===== src/rtl/ika87ad_pkg.sv =====
// ----------------------------------------------------------------------------
// ika87ad_pkg
// Shared definitions for the IKA87AD core and its external bus controller.
//   - Bus access type encoding (same encoding as the core's next-bus-access
//     field): IDLE, RD4 (opcode fetch), RD3, WR3.
//   - T-state enumeration for the multiplexed bus cycle FSM.
//   - Helper function classifying read accesses.
// ----------------------------------------------------------------------------
package ika87ad_pkg;

    localparam logic [1:0] BUS_IDLE = 2'b00;
    localparam logic [1:0] BUS_RD4  = 2'b01;
    localparam logic [1:0] BUS_RD3  = 2'b10;
    localparam logic [1:0] BUS_WR3  = 2'b11;

    typedef enum logic [2:0] {
        TS_IDLE = 3'd0,
        TS_T1   = 3'd1,
        TS_T2   = 3'd2,
        TS_T3   = 3'd3,
        TS_T4   = 3'd4
    } tstate_e;

    // True for the two read access types (opcode fetch and plain read).
    function automatic logic is_read(input logic [1:0] acc_type);
        return (acc_type == BUS_RD4) || (acc_type == BUS_RD3);
    endfunction

endpackage


===== src/rtl/ika87ad_busctrl.sv =====
// ----------------------------------------------------------------------------
// ika87ad_busctrl
// External bus controller for the IKA87AD core. On a cycle tick it latches the
// access address, type and write data, then runs one uPD7810-style
// multiplexed bus cycle (T1-T3, or T1-T4 for opcode fetch) and returns the
// sampled read byte.
//
// Ports:
//   i_EMUCLK       emulator master clock (rising edge)
//   i_MRST         synchronous active-high reset
//   i_MCUCLK_PCEN  MCU clock enable; state only advances when 1
//   i_START        cycle tick from the core
//   i_ACC_TYPE     access type (IDLE/RD4/RD3/WR3)
//   i_ADDR         access address
//   i_WRDATA       write byte for WR3
//   i_DI           external AD0-7 input
//   o_A_HI         address bits 15:8
//   o_AD_DO/o_AD_OE  AD0-7 output value / output enable
//   o_ALE          address latch enable (active-high)
//   o_RD_n/o_WR_n/o_M1_n  active-low strobes
//   o_RDDATA       last sampled read byte
//   o_RDDATA_VLD   one-emuclk pulse when o_RDDATA updates
//   o_BUSY         a bus cycle is in progress
//   o_PROTO_ERR    sticky: start arrived outside the final phase of a cycle
// ----------------------------------------------------------------------------
module ika87ad_busctrl
    import ika87ad_pkg::*;
#(
    parameter int PHASES_PER_T = 3
) (
    input  logic        i_EMUCLK,
    input  logic        i_MRST,
    input  logic        i_MCUCLK_PCEN,
    input  logic        i_START,
    input  logic [1:0]  i_ACC_TYPE,
    input  logic [15:0] i_ADDR,
    input  logic [7:0]  i_WRDATA,
    input  logic [7:0]  i_DI,
    output logic [7:0]  o_A_HI,
    output logic [7:0]  o_AD_DO,
    output logic        o_AD_OE,
    output logic        o_ALE,
    output logic        o_RD_n,
    output logic        o_WR_n,
    output logic        o_M1_n,
    output logic [7:0]  o_RDDATA,
    output logic        o_RDDATA_VLD,
    output logic        o_BUSY,
    output logic        o_PROTO_ERR
);

    localparam logic [1:0] LAST_PH = 2'(PHASES_PER_T - 1);

    tstate_e     state_q, state_d;
    logic [1:0]  phase_q, phase_d;
    logic [1:0]  type_q, type_d;
    logic [15:0] addr_q, addr_d;
    logic [7:0]  wdata_q, wdata_d;

    logic [7:0]  a_hi_q, a_hi_d;
    logic [7:0]  ad_do_q, ad_do_d;
    logic        ad_oe_q, ad_oe_d;
    logic        ale_q, ale_d;
    logic        rd_n_q, rd_n_d;
    logic        wr_n_q, wr_n_d;
    logic        m1_n_q, m1_n_d;
    logic [7:0]  rddata_q, rddata_d;
    logic        vld_q, vld_d;
    logic        busy_q, busy_d;
    logic        err_q, err_d;

    logic        final_s;
    logic        sample_s;
    logic        wr_cyc_s;

    // Next-state logic: FSM sequencing, error flag, read sampling and the
    // pin values that correspond to the state being entered.
    always_comb begin
        state_d  = state_q;
        phase_d  = phase_q;
        type_d   = type_q;
        addr_d   = addr_q;
        wdata_d  = wdata_q;
        err_d    = err_q;
        rddata_d = rddata_q;

        // Last phase of the last T-state; the only point a new start is legal.
        final_s  = (phase_q == LAST_PH) &&
                   ((state_q == TS_T4) ||
                    ((state_q == TS_T3) && (type_q != BUS_RD4)));
        // Data is captured when leaving T2, aligned with the core data latch.
        sample_s = i_MCUCLK_PCEN && (state_q == TS_T2) &&
                   (phase_q == LAST_PH) && is_read(type_q);
        vld_d    = sample_s;

        if (sample_s) begin
            rddata_d = i_DI;
        end else begin
            rddata_d = rddata_q;
        end

        if (i_MCUCLK_PCEN) begin
            if (i_START && (state_q != TS_IDLE) && !final_s) begin
                err_d = 1'b1;
            end else begin
                err_d = err_q;
            end

            if (i_START && ((state_q == TS_IDLE) || final_s)) begin
                phase_d = 2'd0;
                if (i_ACC_TYPE != BUS_IDLE) begin
                    state_d = TS_T1;
                    type_d  = i_ACC_TYPE;
                    addr_d  = i_ADDR;
                    wdata_d = i_WRDATA;
                end else begin
                    state_d = TS_IDLE;
                end
            end else if (state_q == TS_IDLE) begin
                phase_d = 2'd0;
            end else if (phase_q == LAST_PH) begin
                phase_d = 2'd0;
                case (state_q)
                    TS_T1:   state_d = TS_T2;
                    TS_T2:   state_d = TS_T3;
                    TS_T3:   state_d = (type_q == BUS_RD4) ? TS_T4 : TS_IDLE;
                    TS_T4:   state_d = TS_IDLE;
                    default: state_d = TS_IDLE;
                endcase
            end else begin
                phase_d = phase_q + 2'd1;
            end
        end else begin
            err_d = err_q;
        end

        // Pin values decoded from the state being entered, so they change on
        // the same edge that advances the phase.
        wr_cyc_s = (type_d == BUS_WR3);
        busy_d   = (state_d != TS_IDLE);
        a_hi_d   = busy_d ? addr_d[15:8] : a_hi_q;

        if (state_d == TS_T1) begin
            ad_do_d = addr_d[7:0];
        end else if (wr_cyc_s && ((state_d == TS_T2) || (state_d == TS_T3))) begin
            ad_do_d = wdata_d;
        end else begin
            ad_do_d = ad_do_q;
        end

        ad_oe_d = (state_d == TS_T1) ||
                  (wr_cyc_s && ((state_d == TS_T2) || (state_d == TS_T3)));
        ale_d   = (state_d == TS_T1) && (phase_d < LAST_PH);
        rd_n_d  = !(is_read(type_d) && ((state_d == TS_T2) || (state_d == TS_T3)));
        wr_n_d  = !(wr_cyc_s &&
                    (((state_d == TS_T2) && (phase_d != 2'd0)) ||
                     ((state_d == TS_T3) && (phase_d < LAST_PH))));
        m1_n_d  = !(busy_d && (type_d == BUS_RD4));
    end

    // State and output registers; the valid pulse clears on every clock so it
    // lasts exactly one emuclk even under a sustained clock enable.
    always_ff @(posedge i_EMUCLK) begin
        if (i_MRST) begin
            state_q  <= TS_IDLE;
            phase_q  <= 2'd0;
            type_q   <= BUS_IDLE;
            addr_q   <= 16'h0000;
            wdata_q  <= 8'h00;
            a_hi_q   <= 8'hFF;
            ad_do_q  <= 8'h00;
            ad_oe_q  <= 1'b0;
            ale_q    <= 1'b0;
            rd_n_q   <= 1'b1;
            wr_n_q   <= 1'b1;
            m1_n_q   <= 1'b1;
            rddata_q <= 8'h00;
            vld_q    <= 1'b0;
            busy_q   <= 1'b0;
            err_q    <= 1'b0;
        end else begin
            vld_q <= vld_d;
            if (i_MCUCLK_PCEN) begin
                state_q  <= state_d;
                phase_q  <= phase_d;
                type_q   <= type_d;
                addr_q   <= addr_d;
                wdata_q  <= wdata_d;
                a_hi_q   <= a_hi_d;
                ad_do_q  <= ad_do_d;
                ad_oe_q  <= ad_oe_d;
                ale_q    <= ale_d;
                rd_n_q   <= rd_n_d;
                wr_n_q   <= wr_n_d;
                m1_n_q   <= m1_n_d;
                rddata_q <= rddata_d;
                busy_q   <= busy_d;
                err_q    <= err_d;
            end
        end
    end

    assign o_A_HI       = a_hi_q;
    assign o_AD_DO      = ad_do_q;
    assign o_AD_OE      = ad_oe_q;
    assign o_ALE        = ale_q;
    assign o_RD_n       = rd_n_q;
    assign o_WR_n       = wr_n_q;
    assign o_M1_n       = m1_n_q;
    assign o_RDDATA     = rddata_q;
    assign o_RDDATA_VLD = vld_q;
    assign o_BUSY       = busy_q;
    assign o_PROTO_ERR  = err_q;

endmodule


===== config.mk =====
export PLATFORM = sky130hd
export DESIGN_NAME = ika87ad_busctrl
export DESIGN_NICKNAME = d
export VERILOG_FILES = /design/src/rtl/ika87ad_pkg.sv /design/src/rtl/ika87ad_busctrl.sv
export SDC_FILE = /design/constraint.sdc
export NUM_CORES = 1
export LEC_CHECK = 0
export CAP_MARGIN = 20
export CORE_MARGIN = 2
export CORE_UTILIZATION = 52
export CTS_BUF_LIST = sky130_fd_sc_hd__clkbuf_8
export DETAILED_ROUTE_END_ITERATION = 16
export GPL_TIMING_DRIVEN = 0
export PLACE_DENSITY_LB_ADDON = 0.15
export RECOVER_POWER = 100
export REMOVE_ABC_BUFFERS = 1
export SETUP_SLACK_MARGIN = 0.4
export SKIP_LAST_GASP = 1
export SLEW_MARGIN = 20
export SYNTH_ARGS = -nofsm -noshare
export SYNTH_HDL_FRONTEND = slang
export SYNTH_SLANG_ARGS = --single-unit

===== constraint.sdc =====
create_clock -name i_EMUCLK -period 3.5 [get_ports i_EMUCLK]
set_input_delay 0.875 -clock i_EMUCLK [delete_from_list [all_inputs] [get_ports i_EMUCLK]]
set_output_delay 0.875 -clock i_EMUCLK [all_outputs]
set_load 0.005 [all_outputs]

==> results of run 1 <==
==> layer usage <==
metal	global-route usage, %	wire length (um)	part of all wire, %	vias to the layer above
met3	6.78	428	5.1	12
met5	0	0	0	-
met4	10.3	122	1.5	0
met2	43.7	4230	51	93
li1	-	-	-	1379
met1	31.4	3560	43	1362
==> cell type report <==
type | instances | area, sq um | share of cell area [%]
timing repair buffer | 71 | 711 | 17.9
multi-input combinational | 235 | 1610 | 40.4
inverter | 22 | 82.6 | 2.07
clock inverter | 6 | 83.8 | 2.11
sequential | 63 | 1260 | 31.7
tap | 75 | 93.8 | 2.36
clock buffer | 10 | 138 | 3.46
==> final timing paths <==
path              cells after the start  slack [ns]         end           from
hold / removal                        2        0.45  addr_q[12]     addr_q[12]
setup / recovery                      6        0.36  o_AD_DO[5]  i_MCUCLK_PCEN
hold reg to reg                       2        0.45  addr_q[12]     addr_q[12]
setup reg to reg                     11        0.56  o_AD_DO[5]      type_q[1]
==> worst max-delay path, stage by stage <==
cell and delay [ns]:
clkdlybuf4s15_2 0.49, nand3b_1 0.42, mux2_4 0.45, a31o_2 0.40
o2111ai_2 0.50, o32ai_1 0.18
==> power groups by stage <==
| stage | Sequential [mW] | Combinational, mW | Clock, mW |
|---|---|---|---|
| floorplan | 0.780 | 0.127 | 0 |
| global placement | 0.781 | 0.255 | 0 |
| detailed placement | 0.783 | 0.260 | 0 |
| CTS | 0.767 | 0.263 | 0.721 |
| global route | 0.769 | 0.286 | 0.758 |
| finish | 0.766 | 0.261 | 0.718 |
==> flip-flops by register name, summed over array words and instances, names as in the netlist, 2 cells and up <==
register	flops
phase_q	2
wdata_q	8
type_q	2
state_q	3
o_AD_DO	8
addr_q	16
o_A_HI	8
o_RDDATA	8
==> metrics by stage <==
stage                     cells  setup TNS [ns]  power (mW)  area [sq um]
after detailed placement    465          -14.05        1.04          3740
after global placement      463          -20.67        1.04          3710
after CTS                   481               0        1.75          3970
after floorplan             319               0       0.908          2930
after global routing        482               0        1.81          3980
final                       482               0        1.75          3980
==> kinds of logic (layout without fill, tap and decap cells) <==
family / after synthesis / count (layout)
XOR/XNOR: 1 / 1
flip-flops: 63 / 63
adder cells (fa/ha/maj): 3 / 3
multiplexers: 11 / 11
AND/OR/NAND/NOR: 117 / 117
AO/OA/AOI/OAI: 102 / 103
buffers and inverters: 52 / 109
==> placed cells by master (no fill, tap or decap), drive strengths merged, types with 2 or more instances in the layout <==
cell type / synthesis / layout
nor2: 18 / 18
a211o: 1 / 2
nor2b: 2 / 2
nand2: 53 / 53
o21ai: 3 / 3
o211ai: 10 / 10
a221oi: 9 / 9
mux2i: 9 / 9
mux2: 2 / 2
clkdlybuf4s50: 0 / 35
dlygate4sd3: 0 / 32
ha: 3 / 3
nor4: 2 / 2
a2111oi: 8 / 8
nand4: 2 / 2
nor3b: 3 / 3
a21boi: 9 / 9
clkinv: 1 / 5
a21oi: 29 / 29
bufinv: 0 / 2
and2: 3 / 3
and3: 25 / 25
o221ai: 8 / 8
o21a: 2 / 2
a31oi: 3 / 3
o32ai: 9 / 9
buf: 14 / 2
clkbuf: 16 / 11
inv: 21 / 21
dfxtp: 63 / 63
==> repair_timing <==
action / CTS / global route
cloned: 0 / 1
pin swaps: 0 / 1
gates resized for setup: 6 / 7
endpoints found under the hold margin: 0 / 0
endpoints found under the setup margin: 45 / 35
==> run metrics, run 1 <==
CTS buffer count=9; final period utilization=89.7%; power share of the clock group=around two fifths; Comb power frac=15.0%; post-synthesis mux area share=3.87%; Critical Path Fanout Max=23; most frequent cell after synthesis=dfxtp_1; synth warn=0; placed wire-length estimate=4.98 mm; Max Slew Vio Count=0; worst hold path class=reg2reg; wire per inst=17.3 um; RePlAce Congestion=~0.79; Worst Path Arrival=3.35 ns; Hold Vio Cnt, Final=0; Synth Area in XOR/XNOR=0.282%; DRT iter0 DRCs=253; Clk Latency, worst-skew pair=0.35 ns; Slew HR=a little over a third; die width=81.2 um; Worst Skew=0.00948 ns; Synth area leaders=dfxtp_1 41%, nand2_1 6.3%, and3_1 5.0%; DIE HEIGHT=between 80 and 90 um; Final min period=3.14 ns; Yosys top cell by area=dfxtp_1; final net count=about 440; RSZ-0062 raised after global routing=true; post-layout util=just under 70%; All-Layer GR Usage=between 20% and 30%; critical path capture point type=flip-flop; first drt pass iteration count=5; CTS tree=yes; first-pass GRT wire length=13.0 mm; ant diodes=0; Buffers on Ports=69; largest family of logic cells by synthesized area=compound AO/OA/AOI/OAI gates; adder-cell share of the synthesized area=1.21%; Crit Path Class=in2reg; initial antenna violation count=0; post-synthesis simple-gate area fraction=around 19%; clk buf depth=2; Pwr per Cell Area=438 nW/um^2; hold-fix buffer count after cts=0; vias in the first global route=~2700; startpoint types=primary input; final setup violation count=0; syn avg cell area=approximately 8.9 sq um; die area=6600 sq um; number of I/O pins=70; number of H-tree levels=3; Hold Slack=0.455 ns; Seq pwr share=between 40 and 50%; critical path required time=3.71 ns; DR vias/cell=5.90; post-synth top area share=40.7%; clock root buffer master=clkbuf_8; Post-DRT Antenna Nets=0; most frequent cells after synthesis=63 x dfxtp_1, 52 x nand2_1, 28 x a21oi_1; CORE AREA=5850 sq um; FF+latch count, synth=63; total wire length=8.34 mm; main flop type after synthesis=dfxtp_1; Sw Pwr=between 0.4 and 0.5 mW; status=complete, no violations; clock-pin slew on the worst setup and hold paths=~0.080 ns; synth-to-layout area growth=28.4%; register area share after synthesis=roughly 41%; setup ws final=0.360 ns; internal power=1.29 mW; largest net degree at the start of global routing=42; Sw Share=26.2%; ys async rst share=0%; synthesized area=between 3000 and 4000 sq um; Compound-Gate Fraction of Synth Area=26.3%; Mapped Cells=349; postcts setup bufs=0; Cell variety after synth=60; EDFF count, synth=0; # Max-Cap Violations=0; Fmax=319 MHz; Peak VDD IR=0.000303 V; Congestion Overflow GR=0; Initial Utilization=a little over half; remaining routing DRC violations=0; Worst-Margin Slew=0.968 ns; Fill cells=493; Clock Sinks=63; Vias=2846; fraction of layout cells with a size suffix above 1=about a tenth; row count=28; Place WS=-0.584 ns; static leakage=1.56 nW
No activity file was read; power rests on OpenSTA's default activity.
==> run 2: changes to the inputs <==
Settings changed: ABC_CLOCK_PERIOD_IN_PS set to 3500, CTS_CLUSTER_SIZE set to 40, SETUP_SLACK_MARGIN 0.4 to 0.02.
==> run 2 against run 1 <==
Effect of this change:
- core utilization decreased by 0.81 points
- combinational power decreased by 3%
- clock skew decreased by 0.00093 ns
- die area unchanged
- design area decreased by 1.2%
- highest routed layer unchanged
- worst hold slack about the same
- largest power group unchanged
- count of clock-buffer cells in the layout unchanged
==> run metrics, run 2 (synthesis results as in run 1) <==
die area=6600 sq um (unchanged); fraction of layout cells with a size suffix above 1=8.87% (-1.2 points); Setup TNS=0 ns (unchanged); critical path required time=3.74 ns (+0.03 ns); Max Slew Vio Count=0 (unchanged); total wire length=7.91 mm (-5.2%); All-Layer GR Usage=25.9% (-0.047 points); Sw Pwr=0.451 mW (-1.3%); CTS tree=yes; Critical Path Fanout Max=23 (unchanged); static leakage=1.56 nW (+0.16%); Post-DP Area=3740 sq um (unchanged); final instance area=3930 sq um (-1.2%); DR vias/cell=5.87 (-0.53%); first drt pass iteration count=4 (-1); first-pass GRT wire length=13.0 mm (unchanged); placed wire-length estimate=4.98 mm (unchanged); die width=81.2 um (unchanged); CTS buffer count=9 (unchanged); hold path depth=2 (unchanged); Buf+Inv Stages, Crit Path=1 (unchanged); internal power=1.28 mW (-0.34%); Top reg by flops=addr_q; beginning of the critical path=i_MCUCLK_PCEN; Vias=2825 (-0.74%); Worst Skew=0.00855 ns (-0.000930 ns); Clk Latency, worst-skew pair=0.35 ns (about the same); DIE HEIGHT=81.2 um (unchanged); power share of the clock group=41.2% (about the same); number of H-tree levels=3 (unchanged); Clock Sinks=63 (unchanged); row count=28 (unchanged); remaining routing DRC violations=0 (unchanged); initial antenna violation count=0 (unchanged); RSZ-0062 raised after global routing=false; Sw Share=26.0% (-0.19 points); critical path endpoint=o_BUSY; post-layout util=67.2% (-0.81 points); DRT iter0 DRCs=231 (-8.7%); final net count=442 (-0.23%); largest net degree at the start of global routing=42 (unchanged); clk buf depth=2 (unchanged); Worst-Margin Slew=1.16 ns (+0.189 ns); Buffers on Ports=69 (unchanged); status=complete, no violations; setup ws final=0.180 ns (-0.181 ns); placed insts=465 (unchanged); r2r setup slk=0.37 ns (-0.19 ns); Reg2Reg Capture Point=o_AD_DO[5]; Final min period=3.32 ns (+0.181 ns); Initial Utilization=53.0% (unchanged); Top delay family on crit path=compound AO/OA/AOI/OAI gates; Post-DRT Antenna Nets=0 (unchanged); Worst path depth=6 (unchanged); Pwr per Cell Area=441 nW/um^2 (+0.60%); non-filler instance count after layout=481 (-0.21%); CORE AREA=5850 sq um (unchanged); clock-pin slew on the worst setup and hold paths=0.07 ns (about the same); number of I/O pins=70 (unchanged); hold-fix buffer count after cts=0 (unchanged); Worst Path Arrival=3.56 ns (+0.21 ns); Congestion Overflow GR=0 (unchanged); final setup violation count=0 (unchanged); Hold Vio Cnt, Final=0 (unchanged); beginning of the worst register-to-register path=state_q[1]; Peak VDD IR=0.000303 V (about the same); Slew HR=22.9% (-12 points); clock root buffer master=clkbuf_8; worst hold path class=reg2reg; # Max-Cap Violations=0 (unchanged); most common cell after layout, fill and taps aside=dfxtp_1; RePlAce Congestion=0.794 (unchanged); ant diodes=0 (unchanged); most frequent cells in the layout=63 x dfxtp_1, 52 x nand2_1, 34 x clkdlybuf4s50_1; Crit Path Class=in2reg; critical path capture point type=flip-flop; R2R depth=9 (-2); wire per inst=16.4 um (-5.0%); vias in the first global route=2697 (+0.074%); Place WS=-0.584 ns (unchanged); final period utilization=94.9% (+5.2 points); Comb power frac=14.6% (-0.4 points); startpoint types=primary input; Seq pwr share=44.1% (+0.2 points); Worst path slowest cell=clkbuf_1; crit-path cells=clkbuf_1 > nand3b_4 > mux2_1 > a31oi_2 > a21oi_2 > o21a_1; CP max stage delay=0.83 ns (+0.33 ns); Fmax=301 MHz (-5.4%); synth-to-layout area growth=26.8%; number of flip-flops in the largest register=16 (unchanged)
## run 2: worst min-delay path, delay by kind of cell (launching register included)
kind	cells	cell delay, ns
AND/OR/NAND/NOR	1	0.05
AO/OA/AOI/OAI	1	0.05
flip-flops	1	0.31
## run 2: per-layer routing
metal | wire length [um] | vias to the layer above | part of all wire, % | track usage (%)
met5 | 0 | - | 0 | 0
met4 | 109 | 0 | 1.4 | 10.3
met3 | 466 | 9 | 5.9 | 6.78
met2 | 4020 | 90 | 51 | 43.7
met1 | 3310 | 1354 | 42 | 31.3
li1 | - | 1372 | - | -
## run 2: power groups by stage
stage	Sequential [mW]	Clock [mW]	Combinational, mW
final	0.766	0.715	0.253
after global routing	0.769	0.758	0.279
after CTS	0.767	0.721	0.262
after detailed placement	0.783	0	0.260
after global placement	0.781	0	0.255
after floorplan	0.780	0	0.127
## run 2: final cells by class
class	instances	area (sq um)
clock buffer	10	138
inverter	22	82.6
fill	504	1920
tap	75	93.8
clock inverter	6	83.8
timing repair buffer	71	703
multi-input combinational	234	1570
sequential	63	1260
## run 2: repair_timing
action,4_1_cts,5_1_grt
hold endpoints to repair,0,0
setup buffers,0,0
pin swaps,0,0
setup endpoints to repair,8,32
gates resized for setup,1,3
## run 2: through the flow
stage                     hold slack [ns]  power (mW)
after floorplan                     0.426       0.908
after global routing                0.472        1.81
after CTS                           0.454        1.75
after global placement              0.438        1.04
final                               0.454        1.73
after detailed placement            0.444        1.04
## run 2: worst min path at each step
stage                     startpoint          to  slack [ns]
after floorplan           addr_q[10]  addr_q[10]        0.43
after global placement     addr_q[9]   addr_q[9]        0.44
after detailed placement   addr_q[9]   addr_q[9]        0.44
after CTS                  addr_q[9]   addr_q[9]        0.45
after global routing      wdata_q[0]  wdata_q[0]        0.47
final                     addr_q[12]  addr_q[12]        0.45
